==> src/rtl/rr_arbiter_pkg.sv <==
// Shared helpers for the round-robin arbiter slice.
package rr_arbiter_pkg;

  // Width of a binary select for n inputs. It is kept at least 1 so that a
  // single-input arbiter still has a real sel port for the multiplexer.
  function automatic int sel_width(input int n);
    return (n > 1) ? $clog2(n) : 1;
  endfunction

endpackage

==> src/rtl/rr_prio_encoder.sv <==
// Rotating priority encoder. It finds the lowest set request at or above ptr
// and falls back to the lowest set request overall, which gives the wrap.
module rr_prio_encoder #(
  parameter int NumInputs = 2,
  parameter int SelWidth  = 1
) (
  input  logic [NumInputs-1:0] req,
  input  logic [SelWidth-1:0]  ptr,
  output logic [SelWidth-1:0]  idx,
  output logic                 found
);

  logic [NumInputs-1:0] w_masked;
  logic [SelWidth-1:0]  w_masked_idx;
  logic [SelWidth-1:0]  w_plain_idx;

  // Clear requests that sit below the current highest-priority index.
  always_comb begin
    w_masked = '0;
    for (int i = 0; i < NumInputs; i++) begin
      w_masked[i] = req[i] && (i >= int'(ptr));
    end
  end

  // Lowest set bit of both vectors. The loop runs downward so that the
  // lowest index is the one left assigned.
  // NOTE: every always_comb output gets a default first; otherwise any path
  // that skips an assignment would infer a latch.
  always_comb begin
    w_masked_idx = '0;
    w_plain_idx  = '0;
    for (int i = NumInputs - 1; i >= 0; i--) begin
      if (w_masked[i]) w_masked_idx = SelWidth'(i);
      if (req[i])      w_plain_idx  = SelWidth'(i);
    end
  end

  // Prefer the masked search and wrap to the unmasked one when it is empty.
  always_comb begin
    found = |req;
    idx   = (|w_masked) ? w_masked_idx : w_plain_idx;
  end

endmodule

==> src/rtl/rr_arbiter.sv <==
// Round-robin valid/ready arbiter. It drives the select of a downstream mux
// and holds that select steady while the consumer stalls.
module rr_arbiter
  import rr_arbiter_pkg::*;
#(
  parameter  int NumInputs = 2,
  localparam int SelWidth  = sel_width(NumInputs)
) (
  input  logic                 clk_i,
  input  logic                 rst_i,
  input  logic [NumInputs-1:0] req_i,
  output logic [NumInputs-1:0] gnt_o,
  output logic [NumInputs-1:0] grant_o,
  output logic [SelWidth-1:0]  sel_o,
  output logic                 valid_o,
  input  logic                 ready_i
);

  logic [SelWidth-1:0]  r_ptr;
  logic                 r_locked;
  logic [SelWidth-1:0]  r_lock_sel;

  logic [SelWidth-1:0]  w_enc_idx;
  logic                 w_enc_found;
  logic                 w_lock_req;
  logic [SelWidth-1:0]  w_sel;
  logic                 w_valid;
  logic [NumInputs-1:0] w_grant;
  logic [SelWidth-1:0]  w_ptr_next;

  rr_prio_encoder #(
    .NumInputs (NumInputs),
    .SelWidth  (SelWidth)
  ) u_prio_encoder (
    .req   (req_i),
    .ptr   (r_ptr),
    .idx   (w_enc_idx),
    .found (w_enc_found)
  );

  // Look up the locked requester's valid without indexing past NumInputs.
  always_comb begin
    w_lock_req = 1'b0;
    for (int i = 0; i < NumInputs; i++) begin
      if (r_lock_sel == SelWidth'(i)) w_lock_req = req_i[i];
    end
  end

  // A lock holds the stalled selection; otherwise the rotating search decides.
  always_comb begin
    w_sel   = '0;
    w_valid = 1'b0;
    if (r_locked) begin
      w_sel   = r_lock_sel;
      w_valid = w_lock_req;
    end else if (w_enc_found) begin
      w_sel   = w_enc_idx;
      w_valid = 1'b1;
    end
  end

  // Build the one-hot grant and the next pointer. The wrap is an explicit
  // compare, so non-power-of-2 input counts never reach an unused index.
  always_comb begin
    w_grant = '0;
    for (int i = 0; i < NumInputs; i++) begin
      if (w_valid && (w_sel == SelWidth'(i))) w_grant[i] = 1'b1;
    end
    w_ptr_next = (w_sel == SelWidth'(NumInputs - 1)) ? '0 : w_sel + SelWidth'(1);
  end

  // Rotate priority on a handshake, lock on a stall, and drop the lock when
  // the locked requester withdraws. Reset wins over everything else.
  // NOTE: state registers use non-blocking assignments so that every flop
  // samples the values from before the clock edge.
  always_ff @(posedge clk_i) begin
    if (rst_i) begin
      r_ptr      <= '0;
      r_locked   <= 1'b0;
      r_lock_sel <= '0;
    end else if (w_valid && ready_i) begin
      r_ptr    <= w_ptr_next;
      r_locked <= 1'b0;
    end else if (w_valid) begin
      r_locked   <= 1'b1;
      r_lock_sel <= w_sel;
    end else begin
      r_locked <= 1'b0;
    end
  end

  assign sel_o   = w_sel;
  assign valid_o = w_valid;
  assign grant_o = w_grant;
  assign gnt_o   = w_grant & {NumInputs{ready_i}};

endmodule

==> config.mk <==
export PLATFORM = sky130hd
export DESIGN_NAME = rr_arbiter
export DESIGN_NICKNAME = d
export VERILOG_FILES = /design/src/rtl/rr_arbiter_pkg.sv /design/src/rtl/rr_prio_encoder.sv /design/src/rtl/rr_arbiter.sv
export SDC_FILE = /design/constraint.sdc
export NUM_CORES = 1
export LEC_CHECK = 0
export CAP_MARGIN = 10
export CORE_AREA = 2 2 39 41
export DETAILED_ROUTE_END_ITERATION = 16
export DIE_AREA = 0 0 41 43
export PLACE_DENSITY_LB_ADDON = 0.1
export REMOVE_ABC_BUFFERS = 1
export SYNTH_ARGS = -nofsm -noshare
export SYNTH_HDL_FRONTEND = slang
export SYNTH_HIERARCHICAL = 1
export SYNTH_SLANG_ARGS = --single-unit
==> constraint.sdc <==
create_clock -name clk_i -period 2 [get_ports clk_i]
set_clock_uncertainty 0.05 [all_clocks]
set_input_delay 0.4 -clock clk_i [delete_from_list [all_inputs] [get_ports clk_i]]
set_output_delay 0.4 -clock clk_i [all_outputs]
set_load 0.05 [all_outputs]
==> results.md, run 1 <==
* Vias at 256
* Clock Path Buffers at 2
* Top area cells in the synthesized netlist: dfxtp_1 29%, mux2i_1 15%, a211oi_2 6.1%
* Cells after Synth at 26
* Synth area leader: dfxtp_1
* R2R depth at 5
* Post-synthesis cell area at 205 sq um
* Total power at 0.319 mW
* Final number of setup-violating endpoints at 0
* Hold path depth at 2
* YS warnings at 6
* Final hold vios at 0
* Full die area at 1760 sq um
* Core area at 1380 sq um
* DRT antenna net count at 0
* Vias in the first global route at 229
* Commonest non-fill, non-tap cell in the layout: buf_4
* Count of pins over their slew limit at 0
* H-Tree Level Count at 1
* Maximum vdd drop at 223 uV
* Yosys reg bits at 3
* Sequential fraction of the synthesis area at 0.293
* Worst-path clk slew at 0.04 ns
* Routability cong. at 0.808
* Worst R2R Setup Slack at 0.70 ns
* Clk sinks at 3
* CP required at 1.55 ns
* Post-synth cell types at 16
* Final Cycle Share at 0.970
* Initial DRC count at 1
* Worst r2r src: r_lock_sel
* Number of fill cells at 152
* Global-route wire length before repair at 910 um
* WP data arrival at 1.49 ns
* PortBufs at 10
* Root buffer cell: clkbuf_4
* CTS tree: done
* Crit Path Max Fanout at 5
* GR Overflow Total at 0
* Status: finished, final reports clean
* Die Y at 43 um
* WL/cell at 8.66 um
* Max_slew headroom at 0.829
* Post-synth top area share at 0.293
* Nets at 55
* Hold Crit Start: r_ptr
* Peak Freq at 0.515 GHz
* Setup Total Neg Slack at 0 ns
* Design Area, Final at 492 sq um
* HP Class: reg -> reg
* Largest net degree at the start of global routing at 8
* Ports at 11
* GRT Total Usage at 0.0781
* Worst Path Class, Setup: in -> out
* TritonCTS Buffers at 3
* Pwr per Cell Area at 648 nW/um^2
* Drt via density at 3.94
* Drc violations at 0
* Static Leak at 0.225 nW
* Max-cap violations at 0
* Final design utilization at 0.355
* DP Area at 418 sq um
* Initial antenna violation count at 0
* Row cnt at 14
* Total routed wirelength at 563 um
* Pre-Repair DR Iteration Count at 2
* Min Clock Period, post-route at 1.94 ns
* Chip width at 41 um
* Worst skew pair latency at 0.23 ns
* Initial core utilization at 0.148
* HPWL Detailed at 442 um
* Most frequent cells in the layout: 9 x buf_4, 5 x buf_12
* Slew @ Worst Pin at 0.256 ns
* Worst Hold Path EP: r_ptr
* R2R Path End: r_ptr
* Syn avg cell area at 7.89 sq um
* Antenna diodes at 0
* Crit start category: input pin
* Area of the multi-input gates at 159 sq um
* Crit end category: output pin
* FF+latch area at 60.1 sq um
* Layout cell share with drive strength beyond 1 at 0.571
* Synth-to-layout area growth at 140%
## registers in the layout, summed over array words and instances, names as in the netlist
name        cells
r_ptr           1
r_lock_sel      1
r_locked        1
## worst max path at each step
| stage | start | to | slack, ns | depth (start not counted) |
|---|---|---|---|---|
| after floorplan | req_i[1] | gnt_o[0] | -0.94 | 4 |
| after global placement | req_i[1] | gnt_o[1] | -0.26 | 7 |
| after detailed placement | req_i[1] | gnt_o[1] | -0.25 | 7 |
| after CTS | req_i[0] | grant_o[0] | 0.003 | 7 |
| after global routing | req_i[1] | grant_o[0] | -0.008 | 7 |
| final | req_i[1] | grant_o[0] | 0.06 | 7 |
## through the flow
stage          setup slack (ns)  instances  hold WS, ns
3_5_place_dp             -0.247         58        0.407
5_1_grt                -0.00839         65        0.451
4_1_cts                 0.00280         65        0.412
2_1_floorplan            -0.937         26        0.385
3_3_place_gp             -0.256         58        0.407
6_report                 0.0599         65        0.406
## worst max-delay path: stages
cell and delay (ns):
dlygate4sd2_1 0.25, or2_4 0.26, nand2_2 0.07, o21ai_1 0.05, buf_4 0.16, nor2b_2 0.12, buf_6 0.16
## Yosys cell counts (all sizes together)
cell type and instances:
a21boi 1, o211ai 1, o21ai 1, nor2 2, a211oi 1, mux2i 3, and3 1, dfxtp 3
nor2b 2, nand2 3, inv 3, or2 1, and2 2, a21oi 1, nor3b 1
## repair_timing
action / 4_1_cts / 5_1_grt
setup endpoints to repair: 6 / 6
hold buffers: 0 / 0
pin swaps: 3 / 1
setup buffers: 3 / 0
gates resized for setup: 9 / 5
## logic make-up (layout without fill, tap and decap cells)
group / Yosys count / after routing / synth area share
buffers and inverters: 3 / 26 / 0.0549
and+or+nand+nor: 12 / 12 / 0.323
AOI/OAI and AO/OA: 5 / 5 / 0.183
DFF: 3 / 3 / 0.293
muxes: 3 / 3 / 0.146
## report_power, final
part | switching [mW] | leakage [nW] | internal [mW]
Clock | 0.0299 | 0.0150 | 0.0747
Sequential | 0.00423 | 0.0247 | 0.0646
Combinational | 0.0701 | 0.185 | 0.0752
Total | 0.104 | 0.225 | 0.214
## layer usage
metal  track usage  part of all wire  vias to the layer above  routed length [um]
li1              -                 -                      135                   -
met1        0.0796              0.37                      116                 210
met2         0.128              0.58                        5                 329
met3        0.0157             0.043                        0                  24
met4        0.0600                 0                        0                   0
met5             0                 0                        -                   0
## final cells by class
type,count,share of cell area
well taps,16,0.0407
multi-input cells,20,0.323
repair buffers,19,0.438
flip-flops and latches,3,0.122
clock buffers,4,0.0534
inverters,3,0.0229
Power figures use the tool's default switching activity.
==> run 2: changes to the inputs <==
--- a/config.mk
+++ b/config.mk
@@ -6,11 +6,13 @@
 export NUM_CORES = 1
 export LEC_CHECK = 0
 export CAP_MARGIN = 10
-export CORE_AREA = 2 2 39 41
+export CORE_AREA = 5 5 42 44
 export DETAILED_ROUTE_END_ITERATION = 16
-export DIE_AREA = 0 0 41 43
+export DIE_AREA = 0 0 47 49
+export GPL_ROUTABILITY_DRIVEN = 1
 export PLACE_DENSITY_LB_ADDON = 0.1
 export REMOVE_ABC_BUFFERS = 1
+export SETUP_SLACK_MARGIN = 0.05
 export SYNTH_ARGS = -nofsm -noshare
 export SYNTH_HDL_FRONTEND = slang
 export SYNTH_HIERARCHICAL = 1
==> results.md, run 2 (synthesis results as in run 1) <==
* Status: finished, final reports clean (unchanged)
* Setup WS pre-CTS at -0.265 ns (was -0.247 ns)
* HPWL Detailed at 498 um (was 442 um)
* Ports at 11 (unchanged)
* Hold Crit Start: r_ptr (unchanged)
* GR Overflow Total at 0 (unchanged)
* Global-route wire length before repair at 931 um (was 910 um)
* Synth-to-layout area growth at 140% (unchanged)
* DRT antenna net count at 0 (unchanged)
* Crit end category: output pin (unchanged)
* Max_slew headroom at 0.793 (was 0.829)
* Drc violations at 0 (unchanged)
* Root buffer cell: clkbuf_4 (unchanged)
* Crit start category: flip-flop (was input pin)
* Layout cell share with drive strength beyond 1 at 0.596 (was 0.571)
* Clock Path Buffers at 2 (unchanged)
* Slew @ Worst Pin at 0.310 ns (was 0.256 ns)
* CP required at 1.55 ns (about the same)
* Drt via density at 4.03 (was 3.94)
* Routability cong. at 0.684 (was 0.808)
* Most frequent cells in the layout: 7 x buf_4, 5 x buf_12 (was 9 x buf_4, 5 x buf_12)
* PortBufs at 10 (unchanged)
* Count of pins over their slew limit at 0 (unchanged)
* Hold Worst Slack at 0.410 ns (was 0.406 ns)
* Clk sinks at 3 (unchanged)
* Min Clock Period, post-route at 1.85 ns (was 1.94 ns)
* Worst Path Class, Setup: reg -> out (was in -> out)
* Nets at 53 (was 55)
* Total routed wirelength at 569 um (was 563 um)
* Worst r2r src: r_lock_sel (unchanged)
* Vias in the first global route at 260 (was 229)
* Crit Path Max Fanout at 3 (was 5)
* Worst skew pair latency at 0.23 ns (about the same)
* Initial core utilization at 0.146 (was 0.148)
* HP Class: reg -> reg (unchanged)
* H-Tree Level Count at 1 (unchanged)
* Final Cycle Share at 0.926 (was 0.970)
* Setup Total Neg Slack at 0 ns (unchanged)
* Largest net degree at the start of global routing at 8 (unchanged)
* CTS tree: done (unchanged)
* Full die area at 2300 sq um (was 1760 sq um)
* TritonCTS Buffers at 3 (unchanged)
* Number of fill cells at 157 (was 152)
* Pre-Repair DR Iteration Count at 2 (unchanged)
* Antenna diodes at 0 (unchanged)
* GRT Total Usage at 0.0563 (was 0.0781)
* Static Leak at 0.228 nW (was 0.225 nW)
* Top flop regs: r_lock_sel (1), r_locked (1), r_ptr (1) (unchanged)
* R2R depth at 4 (was 5)
* Row cnt at 14 (unchanged)
* WP data arrival at 1.40 ns (was 1.49 ns)
* RSZ-0062 raised after global routing: false
* Hold path depth at 2 (unchanged)
* Core area at 1400 sq um (was 1380 sq um)
* DP Area at 418 sq um (unchanged)
* Worst Hold Path EP: r_ptr (unchanged)
* Pwr per Cell Area at 648 nW/um^2 (about the same)
* Vias at 254 (was 256)
* Max-cap violations at 0 (unchanged)
* WL/cell at 9.03 um (was 8.66 um)
* Final number of setup-violating endpoints at 0 (unchanged)
* Worst-path clk slew at 0.03 ns (was 0.04 ns)
* Worst R2R Setup Slack at 0.68 ns (was 0.70 ns)
* Die Y at 49 um (was 43 um)
* Initial DRC count at 2 (was 1)
* Peak Freq at 0.540 GHz (was 0.515 GHz)
* Final hold vios at 0 (unchanged)
* Final design utilization at 0.351 (was 0.355)
* Chip width at 47 um (was 41 um)
* Design Area, Final at 492 sq um (unchanged)
* Worst Setup Slack, final at 0.149 ns (was 0.0599 ns)
* Commonest non-fill, non-tap cell in the layout: buf_4 (unchanged)
* Initial antenna violation count at 0 (unchanged)
* CTS hold repair buffers at 0 (unchanged)
* Maximum vdd drop at 301 uV (was 223 uV)
* R2R Path End: r_locked (was r_ptr)
## run 2: power by group
group / switching (mW) / internal, mW / total [mW]
sequential: 0.00508 / 0.0647 / 0.0697
combinational: 0.0723 / 0.0749 / 0.147
clock: 0.0273 / 0.0745 / 0.102
## run 2: through the flow
stage               power [mW]  std cells
floorplan                0.132         26
global placement         0.200         58
detailed placement       0.200         58
CTS                      0.317         63
global route             0.340         63
finish                   0.319         63
## run 2: layer usage
metal / global-route usage / part of all wire
met1: 0.0548 / 0.38
met2: 0.0882 / 0.52
met3: 0.0258 / 0.10
met4: 0.0415 / 0
met5: 0 / 0
## run 2: cell type report
class                   count  area [sq um]  share of cell area
repair buffers             17           193               0.392
inverters                   3          11.3              0.0229
multi-input cells          20           181               0.369
clock buffers               4          26.3              0.0534
well taps                  16          20.0              0.0407
flip-flops and latches      3          60.1               0.122
## run 2: what timing repair did
item	in CTS	in global routing
pin swaps	3	2
setup buffers	1	0
gates resized for setup	12	10
endpoints found under the setup margin	6	6
## run 2: worst max path at each step
stage,from,end,slack [ns],cells after the start
6_report,r_lock_sel,gnt_o[0],0.15,4
5_1_grt,r_locked,grant_o[1],0.06,5
2_1_floorplan,req_i[1],gnt_o[0],-0.94,4
3_3_place_gp,req_i[1],gnt_o[1],-0.26,7
3_5_place_dp,req_i[0],gnt_o[0],-0.27,6
4_1_cts,req_i[1],grant_o[0],0.05,7
## run 2: worst max-delay path: stages, from the launching register on
cell      delay (ns)
dfxtp_1         0.37
mux2i_1         0.12
a211oi_2        0.32
nor2b_4         0.22
buf_12          0.14
==> run 3: changes to the inputs <==
==> constraint.sdc (replaced) <==
create_clock -name clk_i -period 1.95 [get_ports clk_i]
set_clock_uncertainty 0.05 [all_clocks]
set_input_delay 0.39 -clock clk_i [delete_from_list [all_inputs] [get_ports clk_i]]
set_output_delay 0.39 -clock clk_i [all_outputs]
set_load 0.05 [all_outputs]
==> results.md, run 3 (synthesis results as in run 1) <==
* Total routed wirelength at 630 um (was 569 um)
* Antenna diodes at 0 (unchanged)
* DRT antenna net count at 0 (unchanged)
* Global-route wire length before repair at 938 um (was 931 um)
* Area of the multi-input gates at 154 sq um (was 181 sq um)
* Die Y at 49 um (unchanged)
* RSZ-0062 raised after global routing: true (was false)
* Nets at 53 (unchanged)
* Number of fill cells at 152 (was 157)
* Core area at 1400 sq um (unchanged)
* Final number of setup-violating endpoints at 0 (unchanged)
* Largest net degree at the start of global routing at 8 (unchanged)
* CTS tree: done (unchanged)
* GRT Total Usage at 0.0592 (was 0.0563)
* Routability cong. at 0.683 (was 0.684)
* Crit end category: output pin (unchanged)
* Min Clock Period, post-route at 1.81 ns
* Crit start category: flip-flop (unchanged)
* HPWL Detailed at 501 um (was 498 um)
* WP data arrival at 1.37 ns (was 1.40 ns)
* Hold Worst Slack at 0.419 ns (was 0.410 ns)
* Row cnt at 14 (unchanged)
* TritonCTS Buffers at 3 (unchanged)
* FF+latch area at 63.8 sq um (was 60.1 sq um)
* Count of pins over their slew limit at 0 (unchanged)
* Setup Total Neg Slack at 0 ns (unchanged)
* Chip width at 47 um (unchanged)
* Initial core utilization at 0.146 (unchanged)
* Worst skew pair latency at 0.24 ns (was 0.23 ns)
* Status: finished, final reports clean (unchanged)
* Root buffer cell: clkbuf_4 (unchanged)
* Clock Path Buffers at 2 (unchanged)
* Commonest non-fill, non-tap cell in the layout: buf_4 (unchanged)
* Pwr per Cell Area at 698 nW/um^2 (was 648 nW/um^2)
* Worst Setup Slack, final at 0.140 ns (was 0.149 ns)
* Peak Freq at 0.552 GHz
* Max-cap violations at 0 (unchanged)
* H-Tree Level Count at 1 (unchanged)
* Synth-to-layout area growth at 128% (was 140%)
* Ports at 11 (unchanged)
* Layout cell share with drive strength beyond 1 at 0.638 (was 0.596)
* Top flop regs: r_lock_sel (1), r_locked (1), r_ptr (1) (unchanged)
* Total power at 0.327 mW (was 0.319 mW)
* Maximum vdd drop at 294 uV (was 301 uV)
* Clk sinks at 3 (unchanged)
* Worst Path Class, Setup: reg -> out (unchanged)
* Vias in the first global route at 247 (was 260)
* Crit Path Max Fanout at 5 (was 3)
* Drc violations at 0 (unchanged)
* Final hold vios at 0 (unchanged)
* GR Overflow Total at 0 (unchanged)
* Initial DRC count at 2 (unchanged)
* Static Leak at 0.212 nW (was 0.228 nW)
* Vias at 249 (was 254)
* Initial antenna violation count at 0 (unchanged)
* Worst R2R Setup Slack at 0.70 ns (was 0.68 ns)
* Slew @ Worst Pin at 0.263 ns (was 0.310 ns)
* Most frequent cells in the layout: 7 x buf_4, 5 x buf_12 (unchanged)
* Drt via density at 3.95 (was 4.03)
* CP required at 1.51 ns (was 1.55 ns)
* Pre-Repair DR Iteration Count at 2 (unchanged)
* Final Cycle Share at 0.928
* Setup WS pre-CTS at -0.305 ns (was -0.265 ns)
* HP Class: reg -> reg (unchanged)
* Max_slew headroom at 0.825 (was 0.793)
* CTS hold repair buffers at 0 (unchanged)
* Full die area at 2300 sq um (unchanged)
* PortBufs at 10 (unchanged)
* Worst-path clk slew at 0.04 ns (was 0.03 ns)
* WL/cell at 10.0 um (was 9.03 um)
## run 3: report_power, final
| part | switching (mW) | internal [mW] |
|---|---|---|
| sequential | 0.00517 | 0.0672 |
| combinational | 0.0707 | 0.0717 |
| clock | 0.0352 | 0.0769 |
## run 3: routing by layer
layer	global-route usage	wire length, um	part of all wire	up-vias
met1	0.0615	228	0.36	113
li1	-	-	-	128
met2	0.0860	337	0.53	8
met5	0	0	0	-
met4	0.0553	0	0	0
met3	0.0221	64	0.10	0
## run 3: cell type report
type,count,area share
timing repair buffer,17,0.412
multi-input combinational,20,0.329
sequential,3,0.136
clock buffer,4,0.0561
tap,16,0.0428
inverter,3,0.0241
## run 3: per-stage QoR
step / area (sq um) / util / std cells
2_1_floorplan: 205 / - / 26
3_3_place_gp: 418 / 0.298 / 58
3_5_place_dp: 418 / 0.298 / 58
4_1_cts: 472 / 0.337 / 63
5_1_grt: 468 / 0.334 / 63
6_report: 468 / 0.334 / 63
## run 3: worst max-delay path: stages, from the launching register on
cell and delay [ns]:
dfxtp_2 0.33, inv_2 0.04, a21boi_2 0.13, nand2_1 0.09, o21ai_1 0.12, buf_4 0.16, and2_4 0.15, buf_12 0.13
## run 3: path summary, 6_finish.rpt
kind | start | end | depth (start not counted)
max reg2reg | r_lock_sel | r_locked | 4
min | r_ptr | r_ptr | 2
min reg2reg | r_ptr | r_ptr | 2
max | r_ptr | grant_o[1] | 7
## run 3: repair_timing
action | CTS | global route
endpoints found under the setup margin | 6 | 6
pin swaps | 3 | 4
setup buffers | 1 | 0
resized for setup | 13 | 7
==> patch: new RTL, flow settings as in run 3 <==
`NumInputs` is set to 2 in 2 places; all go to 1.
--- a/src/rtl/rr_prio_encoder.sv
+++ b/src/rtl/rr_prio_encoder.sv
@@ -3,3 +3,3 @@
 module rr_prio_encoder #(
-  parameter int NumInputs = 2,
+  parameter int NumInputs = 1,
   parameter int SelWidth  = 1
--- a/src/rtl/rr_arbiter.sv
+++ b/src/rtl/rr_arbiter.sv
@@ -5,3 +5,3 @@
 #(
-  parameter  int NumInputs = 2,
+  parameter  int NumInputs = 1,
   localparam int SelWidth  = sel_width(NumInputs)
Ports: changed (resized gnt_o, grant_o and req_i); port bits go from 11 to 8. The function was not compared with the original's and may differ.
==> patch against run 3 <==
  * Count of clock-buffer cells in the layout fell by 1
  * Worst setup slack better by 0.039 ns
  * Total power decreased by 37%
  * Design area shrank 36%
  * Area after synthesis is 29% lower
  * Sequential cell count shrank 1
  * Routed wire length is 28% lower
  * Combinational power down 53%
==> patch: results (changes against run 3) <==
Cells and area
  – # fillers: 160 (+5.3%)
  – Largest registers: r_lock_sel (1), r_locked (1)
  – Fin nets: 36 (-32%)
  – Fraction of layout cells with a size suffix above 1: 40.0% (-24 points)
  – Ant diodes: 0 (unchanged)

Outcome
  – Status: finished, final reports clean

STA
  – Max-slew violations: 0 (unchanged)

Power and ir drop
  – Worst IR Drop VDD: 323 µV (+9.7%)
  – Lkg Pwr: 0.125 nW (-41%)

GRT
  – Initial antenna violation count: 0 (unchanged)
  – GRT Total Usage: 5.69% (-0.22 points)
  – Vias in the first global route: 184 (-26%)
  – Pin count of the biggest net entering global routing: 6 (-2)
  – Global-route wire length before repair: 848 µm (-9.6%)

Drt
  – Final Routed Wirelength: 452 µm (-28%)
  – Initial drt markers: 3 (+1)
  – 1st-pass router iterations: 2 (unchanged)
  – Vias: 165 (-34%)

Yosys
  – Synthesis Warnings: 6 (unchanged)

Placement
  – Placed Area: 272 µm² (-35%)
  – Place WS: -0.156 ns (+0.149 ns)
  – Port Buf Inserts: 7 (-3)
  – DPL Wire Length: 338 µm (-32%)
  – GPL Wtd Cong: 0.647 (-5.2%)

Clock network
  – Cts bufs inserted: 3 (unchanged)
  – H-tree depth: 1 (unchanged)
  – Postcts setup bufs: 0 (-1)
  – Root Driver: clkbuf_4
  – Clock transition at path regs: 0.03 ns
  – Worst skew pair latency: 0.23 ns
  – Clk buf depth: 2 (unchanged)

Min path
  – Class of the worst hold path: reg2reg

Worst setup path
  – Crit path max fanout: 2 (-3)
  – Delay-heaviest family, CP: simple AND/OR/NAND/NOR gates
  – CP max stage cell: or3b_4
  – Critical Path Max Stage Delay: 0.39 ns (+0.06 ns)
  – WP data arrival: 1.33 ns (-0.04 ns)
==> patch: path summary, 6_finish.rpt <==
check	from	to	slack [ns]	depth (start not counted)
worst max register to register	r_locked$_SDFF_PP0_	r_locked$_SDFF_PP0_	0.84	3
worst min-delay path	r_lock_sel$_SDFFE_PP0P_	r_lock_sel$_SDFFE_PP0P_	0.44	2
worst max-delay path	req_i	gnt_o	0.18	4
worst min register to register	r_lock_sel$_SDFFE_PP0P_	r_lock_sel$_SDFFE_PP0P_	0.44	2
==> patch: stage by stage <==
stage,instances,TNS (ns),power (mW)
finish,46,0,0.206
global route,46,0,0.223
CTS,46,0,0.209
detailed placement,43,-0.182,0.111
global placement,43,-0.182,0.111
floorplan,17,-0.0114,0.0764
==> patch: final cells by class <==
cell class | instances | area (µm²) | area share, %
Inverter | 1 | 3.75 | 1.26
Timing Repair Buffer | 10 | 119 | 39.7
Clock buffer | 3 | 22.5 | 7.53
Multi-Input combinational cell | 14 | 93.8 | 31.4
Sequential cell | 2 | 40.0 | 13.4
Tap cell | 16 | 20.0 | 6.69
==> patch: where the power goes <==
group / internal, mW / switching, mW / leakage (nW)
logic: 0.0322 / 0.0344 / 0.0945
registers: 0.0433 / 0.00176 / 0.0164
clock network: 0.0680 / 0.0262 / 0.0138
total: 0.144 / 0.0624 / 0.125
==> patch: worst register-to-register path, stage by stage (launching register included) <==
cell      delay [ns]
dfxtp_1         0.37
nand3b_1        0.18
buf_4           0.18
a211oi_1        0.24
==> patch: routing by layer <==
metal / share of wire [%] / global-route usage [%] / wire length [µm] / vias to the layer above
met5: 0 / 0 / 0 / -
met2: 42 / 6.11 / 188 / 11
li1: - / - / - / 84
met1: 40 / 6.33 / 183 / 70
met4: 0 / 2.76 / 0 / 0
met3: 18 / 7.01 / 81 / 0
==> patch: what timing repair did <==
action,CTS,global route
setup endpoints to repair,3,0
resized for setup,3,0
endpoints found under the hold margin,0,0
